<file path="src/rtl/pp_seq_mult_pkg.sv">
// pp_mult_pkg: shared definitions for the sequential partial-product multiplier.
//   pp_state_t  - control FSM states (IDLE, RUN, DONE)
//   cnt_width   - width of the row-group counter, wide enough to hold W/P
//   trunc_mask  - 2W-bit mask that clears the low tc product columns
package pp_mult_pkg;

    typedef enum logic [1:0] {
        IDLE = 2'd0,
        RUN  = 2'd1,
        DONE = 2'd2
    } pp_state_t;

    function automatic int cnt_width(input int w, input int p);
        return $clog2(w / p) + 1;
    endfunction

    // Returned at 64 bits; callers cast down to their 2W row width.
    function automatic logic [63:0] trunc_mask(input int w, input int tc);
        logic [63:0] cols;
        logic [63:0] low;
        cols = (w >= 32) ? '1 : ((64'd1 << (2 * w)) - 64'd1);
        low  = (64'd1 << tc) - 64'd1;
        return cols & ~low;
    endfunction

endpackage

</file>
<file path="src/rtl/pp_seq_mult_if.sv">
// pp_seq_mult_if: operand and product streams of the sequential multiplier.
//   in_valid/in_ready  - operand handshake, carries x, y, trunc_en
//   out_valid/out_ready - product handshake, carries p (2W bits)
//   master - producer of operands / consumer of products
//   slave  - the multiplier itself
interface pp_seq_mult_if #(
    parameter int BITWIDTH = 8
);
    logic                         in_valid;
    logic                         in_ready;
    logic signed [BITWIDTH-1:0]   x;
    logic signed [BITWIDTH-1:0]   y;
    logic                         trunc_en;
    logic                         out_valid;
    logic                         out_ready;
    logic signed [2*BITWIDTH-1:0] p;

    modport master (
        output in_valid, x, y, trunc_en, out_ready,
        input  in_ready, out_valid, p
    );

    modport slave (
        input  in_valid, x, y, trunc_en, out_ready,
        output in_ready, out_valid, p
    );
endinterface

</file>
<file path="src/rtl/pp_seq_mult_row_gen.sv">
// pp_row_gen: one partial-product row, purely combinational.
//   x        - latched signed multiplicand (W bits)
//   y_bit    - multiplier bit selecting this row
//   row_idx  - row position i (shift amount)
//   last_row - row W-1, which carries negative weight
//   trunc_en - clear the low TRUNC_COLS columns of the row
//   row      - 2W-bit row, ready to be accumulated
module pp_row_gen
    import pp_mult_pkg::*;
#(
    parameter int BITWIDTH   = 8,
    parameter int TRUNC_COLS = 4,
    parameter int IW         = $clog2(BITWIDTH)
) (
    input  logic signed [BITWIDTH-1:0]   x,
    input  logic                         y_bit,
    input  logic [IW-1:0]                row_idx,
    input  logic                         last_row,
    input  logic                         trunc_en,
    output logic [2*BITWIDTH-1:0]        row
);

    localparam int PW = 2 * BITWIDTH;
    localparam logic [PW-1:0] MASK = PW'(trunc_mask(BITWIDTH, TRUNC_COLS));

    logic [PW-1:0] x_ext;
    logic [PW-1:0] x_sel;
    logic [PW-1:0] row_raw;

    // Negation happens after sign extension to 2W bits, so the most
    // negative multiplicand negates without overflow.
    always_comb begin
        x_ext   = {{BITWIDTH{x[BITWIDTH-1]}}, x};
        x_sel   = last_row ? (~x_ext + PW'(1)) : x_ext;
        row_raw = y_bit ? (x_sel << row_idx) : '0;
        row     = trunc_en ? (row_raw & MASK) : row_raw;
    end

endmodule

</file>
<file path="src/rtl/pp_seq_mult.sv">
// pp_seq_mult: sequential signed multiplier, PP_PER_CYCLE rows per cycle.
//   clk, rst_n - clock and asynchronous active-low reset
//   bus        - operand/product streams (slave modport)
//   busy       - high while a product is being formed or waiting to be taken
// Latency from acceptance to out_valid is BITWIDTH/PP_PER_CYCLE cycles.
module pp_seq_mult
    import pp_mult_pkg::*;
#(
    parameter int BITWIDTH     = 8,
    parameter int PP_PER_CYCLE = 1,
    parameter int TRUNC_COLS   = 4
) (
    input  logic         clk,
    input  logic         rst_n,
    pp_seq_mult_if.slave bus,
    output logic         busy
);

    localparam int W  = BITWIDTH;
    localparam int P  = PP_PER_CYCLE;
    localparam int N  = W / P;
    localparam int CW = cnt_width(W, P);
    localparam int IW = $clog2(W);
    localparam int PW = 2 * W;

    if ((W < 2) || ((W % P) != 0) || (TRUNC_COLS < 0) || (TRUNC_COLS >= PW)) begin : g_param_check
        $error("pp_seq_mult: illegal BITWIDTH / PP_PER_CYCLE / TRUNC_COLS combination");
    end

    pp_state_t             state_q, state_d;
    logic signed [W-1:0]   x_q, x_d;
    logic [W-1:0]          y_q, y_d;
    logic                  trunc_q, trunc_d;
    logic [PW-1:0]         acc_q, acc_d;
    logic [CW-1:0]         cnt_q, cnt_d;
    logic                  in_ready_q, in_ready_d;
    logic                  out_valid_q, out_valid_d;
    logic                  busy_q, busy_d;

    logic [PW-1:0]         rows [P];
    logic [IW-1:0]         row_idx [P];
    logic [PW-1:0]         row_sum;

    // Row group cnt covers rows cnt*P .. cnt*P+P-1.
    for (genvar j = 0; j < P; j++) begin : g_row
        assign row_idx[j] = IW'(int'(cnt_q) * P + j);

        pp_row_gen #(
            .BITWIDTH   (W),
            .TRUNC_COLS (TRUNC_COLS),
            .IW         (IW)
        ) u_row_gen (
            .x        (x_q),
            .y_bit    (y_q[row_idx[j]]),
            .row_idx  (row_idx[j]),
            .last_row (row_idx[j] == IW'(W - 1)),
            .trunc_en (trunc_q),
            .row      (rows[j])
        );
    end

    always_comb begin
        row_sum = '0;
        for (int j = 0; j < P; j++) begin
            row_sum = row_sum + rows[j];
        end
    end

    // Next-state logic; handshake outputs are registered alongside the state
    // so nothing on the ports depends combinationally on the inputs.
    always_comb begin
        state_d     = state_q;
        x_d         = x_q;
        y_d         = y_q;
        trunc_d     = trunc_q;
        acc_d       = acc_q;
        cnt_d       = cnt_q;
        in_ready_d  = in_ready_q;
        out_valid_d = out_valid_q;
        busy_d      = busy_q;
        case (state_q)
            IDLE: begin
                if (bus.in_valid) begin
                    x_d        = bus.x;
                    y_d        = bus.y;
                    trunc_d    = bus.trunc_en;
                    acc_d      = '0;
                    cnt_d      = '0;
                    state_d    = RUN;
                    in_ready_d = 1'b0;
                    busy_d     = 1'b1;
                end
            end
            RUN: begin
                acc_d = acc_q + row_sum;
                cnt_d = cnt_q + CW'(1);
                if (cnt_q == CW'(N - 1)) begin
                    state_d     = DONE;
                    out_valid_d = 1'b1;
                end
            end
            DONE: begin
                if (bus.out_ready) begin
                    state_d     = IDLE;
                    out_valid_d = 1'b0;
                    in_ready_d  = 1'b1;
                    busy_d      = 1'b0;
                end
            end
            default: begin
                state_d     = IDLE;
                in_ready_d  = 1'b1;
                out_valid_d = 1'b0;
                busy_d      = 1'b0;
            end
        endcase
    end

    always_ff @(posedge clk or negedge rst_n) begin
        if (!rst_n) begin
            state_q     <= IDLE;
            x_q         <= '0;
            y_q         <= '0;
            trunc_q     <= 1'b0;
            acc_q       <= '0;
            cnt_q       <= '0;
            in_ready_q  <= 1'b1;
            out_valid_q <= 1'b0;
            busy_q      <= 1'b0;
        end else begin
            state_q     <= state_d;
            x_q         <= x_d;
            y_q         <= y_d;
            trunc_q     <= trunc_d;
            acc_q       <= acc_d;
            cnt_q       <= cnt_d;
            in_ready_q  <= in_ready_d;
            out_valid_q <= out_valid_d;
            busy_q      <= busy_d;
        end
    end

    assign bus.in_ready  = in_ready_q;
    assign bus.out_valid = out_valid_q;
    assign bus.p         = acc_q;
    assign busy          = busy_q;

endmodule

</file>
<file path="src/flat_wrapper.sv">
// flat-port wrapper written by rule: the top's interface ports become plain ports
module pp_seq_mult_flat import pp_mult_pkg::*;
#(
    parameter int BITWIDTH     = 8,
    parameter int PP_PER_CYCLE = 1,
    parameter int TRUNC_COLS   = 4
)
  (clk, rst_n, busy, bus_in_valid, bus_x, bus_y, bus_trunc_en, bus_out_ready, bus_in_ready, bus_out_valid, bus_p);
  pp_seq_mult_if #(.BITWIDTH(BITWIDTH)) bus_i ();
  input  logic clk;
  input  logic rst_n;
  output logic busy;
  input wire logic [$bits(bus_i.in_valid)-1:0] bus_in_valid;
  input wire logic [$bits(bus_i.x)-1:0] bus_x;
  input wire logic [$bits(bus_i.y)-1:0] bus_y;
  input wire logic [$bits(bus_i.trunc_en)-1:0] bus_trunc_en;
  input wire logic [$bits(bus_i.out_ready)-1:0] bus_out_ready;
  output wire logic [$bits(bus_i.in_ready)-1:0] bus_in_ready;
  output wire logic [$bits(bus_i.out_valid)-1:0] bus_out_valid;
  output wire logic [$bits(bus_i.p)-1:0] bus_p;
  assign bus_i.in_valid = bus_in_valid;
  assign bus_i.x = bus_x;
  assign bus_i.y = bus_y;
  assign bus_i.trunc_en = bus_trunc_en;
  assign bus_i.out_ready = bus_out_ready;
  assign bus_in_ready = bus_i.in_ready;
  assign bus_out_valid = bus_i.out_valid;
  assign bus_p = bus_i.p;
  pp_seq_mult #(.BITWIDTH(BITWIDTH), .PP_PER_CYCLE(PP_PER_CYCLE), .TRUNC_COLS(TRUNC_COLS)) u_core (.clk(clk), .rst_n(rst_n), .bus(bus_i), .busy(busy));
endmodule
</file>
<file path="config.mk">
export PLATFORM = sky130hd
export DESIGN_NAME = pp_seq_mult_flat
export DESIGN_NICKNAME = d
export VERILOG_FILES = /design/src/rtl/pp_seq_mult_pkg.sv /design/src/rtl/pp_seq_mult_if.sv /design/src/rtl/pp_seq_mult_row_gen.sv /design/src/rtl/pp_seq_mult.sv /design/src/flat_wrapper.sv
export SDC_FILE = /design/constraint.sdc
export NUM_CORES = 1
export LEC_CHECK = 0
export CORE_MARGIN = 5
export CORE_UTILIZATION = 33
export DETAILED_ROUTE_END_ITERATION = 7
export HOLD_SLACK_MARGIN = 0.15
export PLACE_DENSITY_LB_ADDON = 0.3
export SLEW_MARGIN = 25
export SYNTH_ARGS = -nofsm -noshare
export SYNTH_HDL_FRONTEND = slang
export SYNTH_SLANG_ARGS = --single-unit
</file>
<file path="constraint.sdc">
create_clock -name clk -period 8.4 [get_ports clk]
set_clock_uncertainty 0.2 [all_clocks]
set_input_delay 0.84 -clock clk [delete_from_list [all_inputs] [get_ports clk]]
set_output_delay 0.84 -clock clk [all_outputs]
set_load 0.02 [all_outputs]
</file>
After elaboration in Yosys (flattened, before gate mapping):

Cells that the tools add are included.
W data, S select, Z words.

* reductions and logical operators: 7
* order comparisons: 1
* eq/ne operators: 7
* bitwise gates (word level): 3
* shift operators: 1
* add/subtract/negate cells: 3
* mux-type cells: 21

Operators by type and width (count)
* $mux W16: 3
* $pmux W16 S2: 1
* $add A16 B1 Y16 const B: 1
* $add A16 B16 Y16: 1
* $not A16 Y16: 1
* $shl A16 B3 Y16: 1
* $pmux W1 S3: 3
* $reduce_and A3 Y1: 3
* $mux W4: 2
* $pmux W4 S2: 1
* $mux W1: 6
* $mux W2: 3
* $pmux W2 S3: 1
* $add A4 B1 Y4 const B: 1
* $eq A4 B3 Y1 const B: 1
* $lt A3 B4 Y1 const B: 1
* $ne A2 B2 Y1 const B: 2
* $reduce_and A2 Y1: 2
* $bmux W1 S3: 1
* $eq A3 B3 Y1 const B: 1
* $eq A2 B1 Y1 const B: 1
* $eq A2 B2 Y1 const B: 1
* $logic_not A2 Y1: 1
* $ne A2 B1 Y1 const B: 1
* other kinds (2): 3

* register bits: 42
* input port bits: 21
* output and inout port bits: 19
* word-level logic and storage cells: 52

Longest topological paths before layout:

* depth in word-level cells: 8
* mapped depth: 18
* depth with buffers taken out: 17

Modules after synthesis:

A second synthesis with hierarchy kept.

* cells, all modules: 360
* area, all modules: 3306.9 um^2

Modules (own cells, without submodules)
* pp_seq_mult: cells each 224, times used 1, seq. area each 1052.3 um^2, area each 2391.0 um^2
* pp_row_gen: cells each 136, times used 1, seq. area each 0.0 um^2, area each 915.9 um^2

Worst setup path after synthesis:

OpenSTA, ideal clock, no wires.

* kind: reg-to-reg
* start: register u_core.x_q[0]
* end: register u_core.acc_q[15] (netlist: u_core.bus.p[15])
* clock period less this slack: 3908 ps
* path buffers: 0
* setup time: 83 ps
* data required time: 8117 ps
* arrival: 3626 ps
* stages on the path, launching flop included: 18
* slack: 4492 ps
* cell sequence: dfrtp_1 -> inv_1 -> ha_1 -> or4b_1 -> o21ai_0 -> xor2_1 -> nand2_1 -> o21ai_0 -> o21a_1 -> o32ai_1 -> ha_1 -> or4_1 -> o211a_1 -> a21oi_1 -> o21ai_0 -> xnor2_1 -> or3_1 -> o21ai_0

* word-level cells in the longest chain between the ends: 8

Ends and longest elaborated chain
* start: declaration: line pp_seq_mult.sv:31 `logic signed [W-1:0] x_q, x_d;`
* start signal: assignment: line pp_seq_mult.sv:122 `x_q <= '0;`
* start signal: assignment: line pp_seq_mult.sv:132 `x_q <= x_d;`
* $not A16 Y16: line pp_seq_mult_row_gen.sv:34 `x_sel = last_row ? (~x_ext + PW'(1)) : x_ext;`
* $add A16 B1 Y16: line pp_seq_mult_row_gen.sv:34
* $mux W16 (*): line pp_seq_mult_row_gen.sv:34
* $shl A16 B3 Y16 (*): line pp_seq_mult_row_gen.sv:35 `row_raw = y_bit ? (x_sel << row_idx) : '0;`
* $mux W16 (*): line pp_seq_mult_row_gen.sv:35
* $mux W4: line pp_seq_mult_row_gen.sv:36 `row = trunc_en ? (row_raw & MASK) : row_raw;`
* $add A16 B16 Y16 (*): line pp_seq_mult.sv:95 `acc_d = acc_q + row_sum;`
* $pmux W16 S2 (*): line pp_seq_mult.sv:81 `case (state_q)`
* end signal: assignment: line pp_seq_mult.sv:125 `acc_q <= '0;`
* end signal: assignment: line pp_seq_mult.sv:135 `acc_q <= acc_d;`
* end: declaration: line pp_seq_mult.sv:34 `logic [PW-1:0] acc_q, acc_d;`

Every way passes the cells marked *; elsewhere a longest branch is shown, timed or not.
A chain may end at the register's enable or synchronous reset.

Worst setup path in the final report:

* start: register u_core.cnt_q[0]
* end: register u_core.acc_q[12] (netlist: u_core.bus.p[12])

* word-level cells in the longest chain between the ends: 7
* elaborated cells between the ends (all ways): 9
* classes of those cells: 1 x add/sub; 1 x eq/ne; 1 x shift; 6 x mux

Ends and longest elaborated chain
* start: declaration: line pp_seq_mult.sv:35 `logic [CW-1:0] cnt_q, cnt_d;`
* start signal: assignment: line pp_seq_mult.sv:136 `cnt_q <= cnt_d;`
* $eq A3 B3 Y1: line pp_seq_mult.sv:56 `.last_row (row_idx[j] == IW'(W - 1)),`
* $mux W16: line pp_seq_mult_row_gen.sv:34
* $shl A16 B3 Y16: line pp_seq_mult_row_gen.sv:35
* $mux W16 (*): line pp_seq_mult_row_gen.sv:35
* $mux W4: line pp_seq_mult_row_gen.sv:36
* $add A16 B16 Y16 (*): line pp_seq_mult.sv:95
* $pmux W16 S2 (*): line pp_seq_mult.sv:81

Every way passes the cells marked *; elsewhere a longest branch is shown, timed or not. The select of a mux whose other input is x is not followed.

==> out/metrics.csv <==
metric,value,unit
status,finished clean,
crit_chain,ha_1 > ha_1 > inv_1 > a21oi_1 > xnor2_1 > mux2_2 > nor2_1 > nor2_1 > a21oi_1 > ha_1 > a21o_1 > a2111oi_2 > o31ai_1 > a21oi_1 > xor2_1 > o21ai_0,
die-area,11500,µm²
drc,0,
die_w,107,µm
cp.arrival,4.78,ns
slew_violations,0,
dr.pass1.iters,4,
finalCritPeriodShare,0.574,
hold_violations,0,
clkTransAtPathRegs,0.09,ns
ys_top_cells_by_area,"dfrtp_1 (33%), ha_1 (8.0%), mux2_2 (6.5%), o21ai_0 (5.4%), nand2_1 (5.2%)",
grt_pass1_wl,12.9,mm
routed_wl,7.48,mm
syn_to_final_growth,18.8,%
synth_area_per_cell,8.73,µm²
wl_per_cell,14.4,µm
synthXorXnorAreaFrac,0.0559,
synth_adder_area_share,0.0863,
path_max_fanout,31,
postCtsSetupRepairBufs,0,
critPathTopFamily,compound AO/OA/AOI/OAI gates,
place_area,3610,µm²
min_path_cells,1,
gr-total-overflow,0,
synth_cell_types,54,
synth_nets,401,
synth_compound_area_frac,0.226,
ys_ff_latch,42,
hold_start,u_core.y_q[5]$_DFFE_PN0P_,
synth.mux.area_fraction,0.0998,
hold_buffers,0,
numCtsBuffers,5,
synth_area_leader_cell,dfrtp_1,
r2r_end,u_core.bus.p[12]$_DFFE_PN0P_,
max_stage_delay,0.98,ns
rsz0062_at_grt,no,
grt_max_degree,43,
num-nets-final,430,
synth_top_family_by_area,compound AO/OA/AOI/OAI gates,
finalSetupTns,0,ns
cts_resized,0,
n_antenna_cell,0,
ys_top_cells_by_count,"nand2_1 (43), dfrtp_1 (41), o21ai_0 (34), nor2_1 (31), a21oi_1 (28)",
timing.slew.headroom,0.361,
cp-start-kind,flip-flop,
yosysMostFrequentCell,nand2_1,
tritoncts,yes,
htree_num_levels,2,
dp.final_hpwl,5.74,mm
grt_pass1_vias,2664,
ios,40,
regToRegSetupSlack,3.57,ns
r2r_start,u_core.cnt_q[0]$_DFFE_PN0P_,
worst_pin_slew,0.959,ns
cp_slowest_cell,dfrtp_1,
cts_root_buf,clkbuf_8,
insertion_delay,0.30,ns
track_usage,0.137,
cap_violations,0,
cp-end-kind,flip-flop,
avgViaCountPerCell,5.21,
finalInstanceArea,3720,µm²
synth-main-ff-cell,dfrtp_1,
ant_nets,0,
vias,2699,
synth.yosys.warnings,0,
die_h,107,µm
synth_edf_count,0,
synth_area,3130,µm²
hold_end,u_core.y_q[5]$_DFFE_PN0P_,
cts_buffer_depth,2,
core_area,9240,µm²
synth_top_area_frac,0.327,
rows,35,
netlist_instances,359,
synth-simple-area-share,0.159,
antenna_found_initial,0,
seq_area_frac_synth,0.336,
criticalPathCategory,reg2reg,
gp_congestion,0.826,
final-setup-viol-count,0,
cp_data_required_time,8.36,ns
drtIter0Drc,113,
async_reset_ff_frac,1.00,
clock.fmax,207,MHz
hold_class,reg2reg,
port-buffer-count,39,
cts.sinks,42,
path_buf_inv,1,
min_period,4.83,ns
drive_gt1_frac,0.103,
initial_core_util,0.339,
ff2ff_path_depth,16,
-- cells in the final DEF, fill, tap and decap left out, types with 4 or more instances in the layout --
cell / instances
mux2_2: 18
o31ai_1: 7
o21ai_0: 34
o22ai_1: 5
a21o_1: 9
a21oi_1: 28
nand3_1: 4
nor2_1: 29
clkdlybuf4s50_1: 38
dfrtp_1: 41
xnor2_1: 8
mux2i_1: 5
xor2_1: 12
a211oi_1: 4
nand2b_1: 4
nand2_1: 43
inv_1: 9
nor3_1: 8
a31oi_1: 6
ha_1: 20
o21a_1: 4
clkbuf_8: 5
-- per-layer routing --
| metal | up-vias | share of wire | GRT usage |
|---|---|---|---|
| met5 | - | 0 | 0 |
| met4 | 0 | 0.012 | 0.0316 |
| met3 | 13 | 0.034 | 0.0270 |
| met2 | 45 | 0.48 | 0.224 |
| met1 | 1276 | 0.48 | 0.187 |
| li1 | 1365 | - | - |
-- metrics by stage --
step | util | worst slack (ns) | cells | hold WS, ns
CTS | 0.403 | 3.58 | 518 | 0.315
detailed placement | 0.391 | 3.61 | 510 | 0.293
floorplan | - | 4.49 | 359 | 0.275
finish | 0.403 | 3.57 | 518 | 0.313
global placement | 0.391 | 3.69 | 510 | 0.285
global route | 0.403 | 3.02 | 518 | 0.340
-- worst max path at each step --
| stage | from | end | slack (ns) | cells after the start |
|---|---|---|---|---|
| 6_report | u_core.cnt_q[0]$_DFFE_PN0P_ | u_core.bus.p[12]$_DFFE_PN0P_ | 3.57 | 16 |
| 5_1_grt | u_core.cnt_q[0]$_DFFE_PN0P_ | u_core.bus.p[15]$_DFFE_PN0P_ | 3.02 | 17 |
| 4_1_cts | u_core.cnt_q[0]$_DFFE_PN0P_ | u_core.bus.p[12]$_DFFE_PN0P_ | 3.58 | 15 |
| 3_5_place_dp | u_core.cnt_q[0]$_DFFE_PN0P_ | u_core.bus.p[12]$_DFFE_PN0P_ | 3.61 | 16 |
| 3_3_place_gp | u_core.cnt_q[0]$_DFFE_PN0P_ | u_core.bus.p[12]$_DFFE_PN0P_ | 3.69 | 16 |
| 2_1_floorplan | u_core.x_q[0]$_DFFE_PN0P_ | u_core.bus.p[15]$_DFFE_PN0P_ | 4.49 | 17 |
-- cells by family after synthesis --
family	Yosys count
XOR/XNOR	20
adder cells (fa/ha/maj)	21
flip-flops	42
AND/OR/NAND/NOR	109
multiplexers	26
AO/OA/AOI/OAI	113
buffers and inverters	28
-- state kept, by name, indices dropped and copies added, names as in the netlist --
register and count:
u_core.bus.out_valid 1, u_core.bus.in_ready 1, u_core.y_q 8, u_core.trunc_q 1, u_core.busy 1, u_core.x_q 8, u_core.state_q 2, u_core.bus.p 16
u_core.cnt_q 4
-- area by class of cell --
| type | count | area (µm²) |
|---|---|---|
| clock inverter | 3 | 40.0 |
| tap | 129 | 161 |
| clock buffer | 5 | 68.8 |
| inverter | 10 | 37.5 |
| fill | 951 | 5520 |
| multi-input combinational | 289 | 1970 |
| timing repair buffer | 40 | 395 |
| sequential | 42 | 1050 |
Power is left out: the tool's default activity adds up to more than one toggle a clock period on the data nets, which glitch-free logic cannot reach.
==> edit 1: new RTL, same settings <==
`BITWIDTH` is set to 8 in 4 places; all go to 16.
--- a/src/rtl/pp_seq_mult_if.sv
+++ b/src/rtl/pp_seq_mult_if.sv
@@ -5,5 +5,5 @@
 //   slave  - the multiplier itself
 interface pp_seq_mult_if #(
-    parameter int BITWIDTH = 8
+    parameter int BITWIDTH = 16
 );
     logic                         in_valid;
--- a/src/rtl/pp_seq_mult_row_gen.sv
+++ b/src/rtl/pp_seq_mult_row_gen.sv
@@ -9,5 +9,5 @@
     import pp_mult_pkg::*;
 #(
-    parameter int BITWIDTH   = 8,
+    parameter int BITWIDTH   = 16,
     parameter int TRUNC_COLS = 4,
     parameter int IW         = $clog2(BITWIDTH)
--- a/src/rtl/pp_seq_mult.sv
+++ b/src/rtl/pp_seq_mult.sv
@@ -7,5 +7,5 @@
     import pp_mult_pkg::*;
 #(
-    parameter int BITWIDTH     = 8,
+    parameter int BITWIDTH     = 16,
     parameter int PP_PER_CYCLE = 1,
     parameter int TRUNC_COLS   = 4
--- a/src/flat_wrapper.sv
+++ b/src/flat_wrapper.sv
@@ -2,5 +2,5 @@
 module pp_seq_mult_flat import pp_mult_pkg::*;
 #(
-    parameter int BITWIDTH     = 8,
+    parameter int BITWIDTH     = 16,
     parameter int PP_PER_CYCLE = 1,
     parameter int TRUNC_COLS   = 4
Interface: changed (resized bus_p, bus_x and bus_y); port bits go from 40 to 72. The function was not compared with the original's and may differ.
==> edit 1 against the original RTL <==
Count of clock-buffer cells in the layout is 4 higher. Sequential cell count up 33. Die area rose by 83%. Critical path type unchanged. Area after synthesis is 93% higher. Worst setup slack worse by 1.3 ns. Sequential share of layout area decreased by 2.3 points. Wire length is 110% higher. Design area up 94%.
==> edit 1: results (changes against the original RTL) <==
[global_route]
grt_pass1_wl_mm = 27.64  ; +110%
grt_max_degree = 76  ; +77%
first_global_vias = 5422  ; +100%

[setup_path]
crit_arrival_ns = 6.20  ; +1.42 ns
crit_fanout = 43  ; +39%
critPathMaxStageDelay_ns = 0.57  ; -0.41 ns
slowest_stage = mux4_1
r2r_slack_ns = 2.25  ; -1.33 ns

[clock_network]
cts_made_buffers = 9  ; +4
h-tree-depth = 3  ; +1
insertion_delay_ns = 0.35  ; +0.05 ns
cts.clk_slew.worst_paths_ns = 0.07  ; -0.02 ns
cts_root_buf = clkbuf_16

[yosys]
synth_common_cells = nand2_1, o21ai_0, dfrtp_1
ys_top_cells_by_area = dfrtp_1, nand2_1, ha_1, o21ai_0, a21oi_1
syn_nets = 817  ; +100%
synth_seq_area_share_pct = 31.11  ; -2.5 points
ys_types = 69  ; +28%
syn_avg_cell_area_um2 = 8.114  ; -7.0%

[placement]
port_buffers = 71  ; +82%
gp_congestion = 0.9190  ; +11%
dpl_worst_slack_ns = 2.306  ; -1.302 ns
place_hpwl_mm = 11.80  ; +110%

[layout]
stdcell_count = 1027  ; +98%
largest_register_ffs = 32  ; +16
drive_above_1_share_pct = 6.767  ; -3.5 points
nets = 866  ; +100%
fill_cells = 1876  ; +97%

[sta]
timing.hold.ws_ns = 0.2736  ; -0.03936 ns
tightest_slew_ns = 0.7093  ; -0.2497 ns
fin_crit_sh_pct = 73.24  ; +16 points

[detailed_routing]
drtIter0Drc = 369  ; +230%
route.vias.total = 5553  ; +110%

[outcome]
status = finished clean

[edit 1: per-layer routing]
metal / up-vias / GRT usage [%] / part of all wire (%)
met5: - / 0 / 0
met4: 0 / 4.851 / 1.5
met3: 19 / 3.305 / 5.4
met2: 138 / 23.75 / 43
met1: 2573 / 21.96 / 50
li1: 2823 / - / -
[edit 1: path summary, 6_finish.rpt]
check,startpoint,endpoint,depth (start not counted)
max in group asynchronous,rst_n,u_core.x_q[8],1
worst max-delay path,u_core.cnt_q[0],u_core.bus.p[29],19
worst min-delay path,u_core.y_q[1],u_core.y_q[1],2
min in group asynchronous,rst_n,u_core.bus.p[8],1
worst min register to register,u_core.y_q[1],u_core.y_q[1],2
worst max register to register,u_core.cnt_q[0],u_core.bus.p[29],19
[edit 1: cell families (layout without fill, tap and decap cells)]
family	after synthesis	count (layout)	synth area share (%)
and+or+nand+nor	283	283	20.81
adders and majority gates	36	36	7.586
muxes	36	36	7.565
DFF	75	75	31.11
xor gates and xnor gates	37	37	5.368
AOI/OAI and AO/OA	221	221	23.81
buffers and inverters	56	110	3.751
[edit 1: layout make-up]
class,instances,area [µm²],share of cell area [%]
multi-input cells,613,3945,54.61
flip-flops and latches,75,1878,26.00
repair buffers,78,764.5,10.58
well taps,229,286.5,3.966
clock buffers,9,225.2,3.117
clock inverters,7,65.06,0.9006
inverters,16,60.06,0.8313
[edit 1: per-stage QoR]
stage          utilization, %  power (mW)
2_1_floorplan               -       2.474
3_3_place_gp            38.55       3.093
3_5_place_dp            38.55       3.103
4_1_cts                 40.17       3.504
5_1_grt                 40.22       3.853
6_report                40.22       3.491
[edit 1: report_power, final]
part	internal, mW	leakage (nW)	switching (mW)	total (mW)
combinational	1.01	2.03	1.38	2.38
clock	0.208	0.141	0.175	0.383
sequential	0.544	0.915	0.180	0.725
==> edit 2: new RTL, same flow settings <==
Made on the original files. Re-encode `pp_state_t` (3 states) as one-hot, 3 bits wide.
--- a/src/rtl/pp_seq_mult_pkg.sv
+++ b/src/rtl/pp_seq_mult_pkg.sv
@@ -5,8 +5,8 @@
 package pp_mult_pkg;
 
-    typedef enum logic [1:0] {
-        IDLE = 2'd0,
-        RUN  = 2'd1,
-        DONE = 2'd2
+    typedef enum logic [2:0] {
+        IDLE = 3'b001,
+        RUN  = 3'b010,
+        DONE = 3'b100
     } pp_state_t;
 
Formal check against the unedited RTL: same outputs for any inputs over 4 cycles, from zero or initial values and one cycle with rst_n low; so few cycles prove little.
==> edit 2 against the original RTL <==
Area after synthesis grew 4.7%. Die area grew 4.2%. Sequential share of layout area shrank 0.47 points. Wire length grew 5.1%. Count of clock-buffer cells in the layout is the same. Worst setup slack gained 0.037 ns. Sequential cell count grew 1. Design area grew 4.2%.
==> edit 2: results (changes against the original RTL) <==
[outcome]
status = finished clean

[layout]
drive_above_1_share_pct = 10.82  ; +0.54 points
nets = 429  ; -0.23%
antenna_cells = 0  ; unchanged
largest_register_ffs = 16  ; unchanged

[yosys]
synth_common_cells = dfrtp_1, nand2_1, o21ai_0
ys_top_cells_by_area = dfrtp_1, ha_1, mux2_2, o21ai_0, nand2_1
ys_types = 63  ; +17%
syn_nets = 398  ; -0.75%
synth_seq_area_share_pct = 32.89  ; -0.70 points
synthFlopType = dfrtp_1

[placement]
place_area_um2 = 3762  ; +4.2%
port_buffers = 39  ; unchanged
place_hpwl_mm = 5.934  ; +3.4%
gp_congestion = 0.8156  ; -1.3%

[clock_network]
insertion_delay_ns = 0.31
h-tree-depth = 2  ; unchanged
hold_buffers = 0  ; unchanged
cts_resized = 0  ; unchanged

[sta]
slew_headroom_pct = 45.51  ; +9.4 points

[pwr]
leakage_nw = 1.605

[detailed_routing]
drtIter0Drc = 117  ; +3.5%
routed_via_density = 5.127  ; -1.6%
wirelength_mm = 7.859  ; +5.1%

[min_path]
hold_depth = 1  ; unchanged
hold_path_startpoint = u_core.y_q[3]

[global_route]
grt_max_degree = 44  ; +2.3%
first_global_vias = 2791  ; +4.8%
track_usage_pct = 14.28  ; +0.57 points
grt_pass1_wl_mm = 13.59  ; +5.5%

[setup_path]
critPathMaxStageDelay_ns = 0.81  ; -0.17 ns
r2r-start = u_core.cnt_q[1]
worst-r2r-cell-count = 15  ; -1
crit_arrival_ns = 4.79  ; about the same
crit_fanout = 21  ; -32%
critPathLaunch = u_core.cnt_q[1]

[edit 2: cell families after synthesis]
kind of cell / share of synthesized area, %
simple gates: 15.11
xor+xnor: 5.342
fa+ha+maj: 8.241
buf+inv: 3.929
mux: 9.653
flops: 32.89
compound gates: 24.84
[edit 2: path summary, 6_finish.rpt]
check / to / slack, ns
setup reg to reg: u_core.bus.p[13] / 3.61
setup / recovery: u_core.bus.p[13] / 3.61
hold reg to reg: u_core.y_q[3] / 0.31
hold / removal: u_core.y_q[3] / 0.31
min in group asynchronous: u_core.bus.p[10] / 0.32
max in group asynchronous: u_core.y_q[0] / 7.29
[edit 2: layer usage]
layer  GRT usage [%]  share of wire (%)  up-vias
met5               0                  0        -
met4           4.452                1.9        0
met3           1.996                2.4       10
met2           24.37                 48       35
met1           18.66                 47     1260
li1                -                  -     1366
[edit 2: power groups by stage]
stage / logic [mW] / registers [mW] / clock network, mW
after floorplan: 0.645 / 0.392 / 0
after global placement: 0.859 / 0.408 / 0
after detailed placement: 0.860 / 0.409 / 0
after CTS: 0.869 / 0.405 / 0.176
after global routing: 0.966 / 0.419 / 0.187
final: 0.864 / 0.403 / 0.171
[edit 2: area by class of cell]
cell class / instances / area (µm²)
fill: 1005 / 5848
multi-input combinational: 285 / 2072
sequential: 43 / 1079
timing repair buffer: 42 / 410.4
tap: 133 / 166.4
clock buffer: 5 / 68.82
clock inverter: 3 / 47.55
inverter: 10 / 37.54
[edit 2: metrics by stage]
step	hold slack, ns	instances	setup WS, ns
floorplan	0.2752	356	4.773
global placement	0.2849	513	3.740
detailed placement	0.2911	513	3.646
CTS	0.3118	521	3.623
global route	0.3312	521	3.219
finish	0.3075	521	3.612
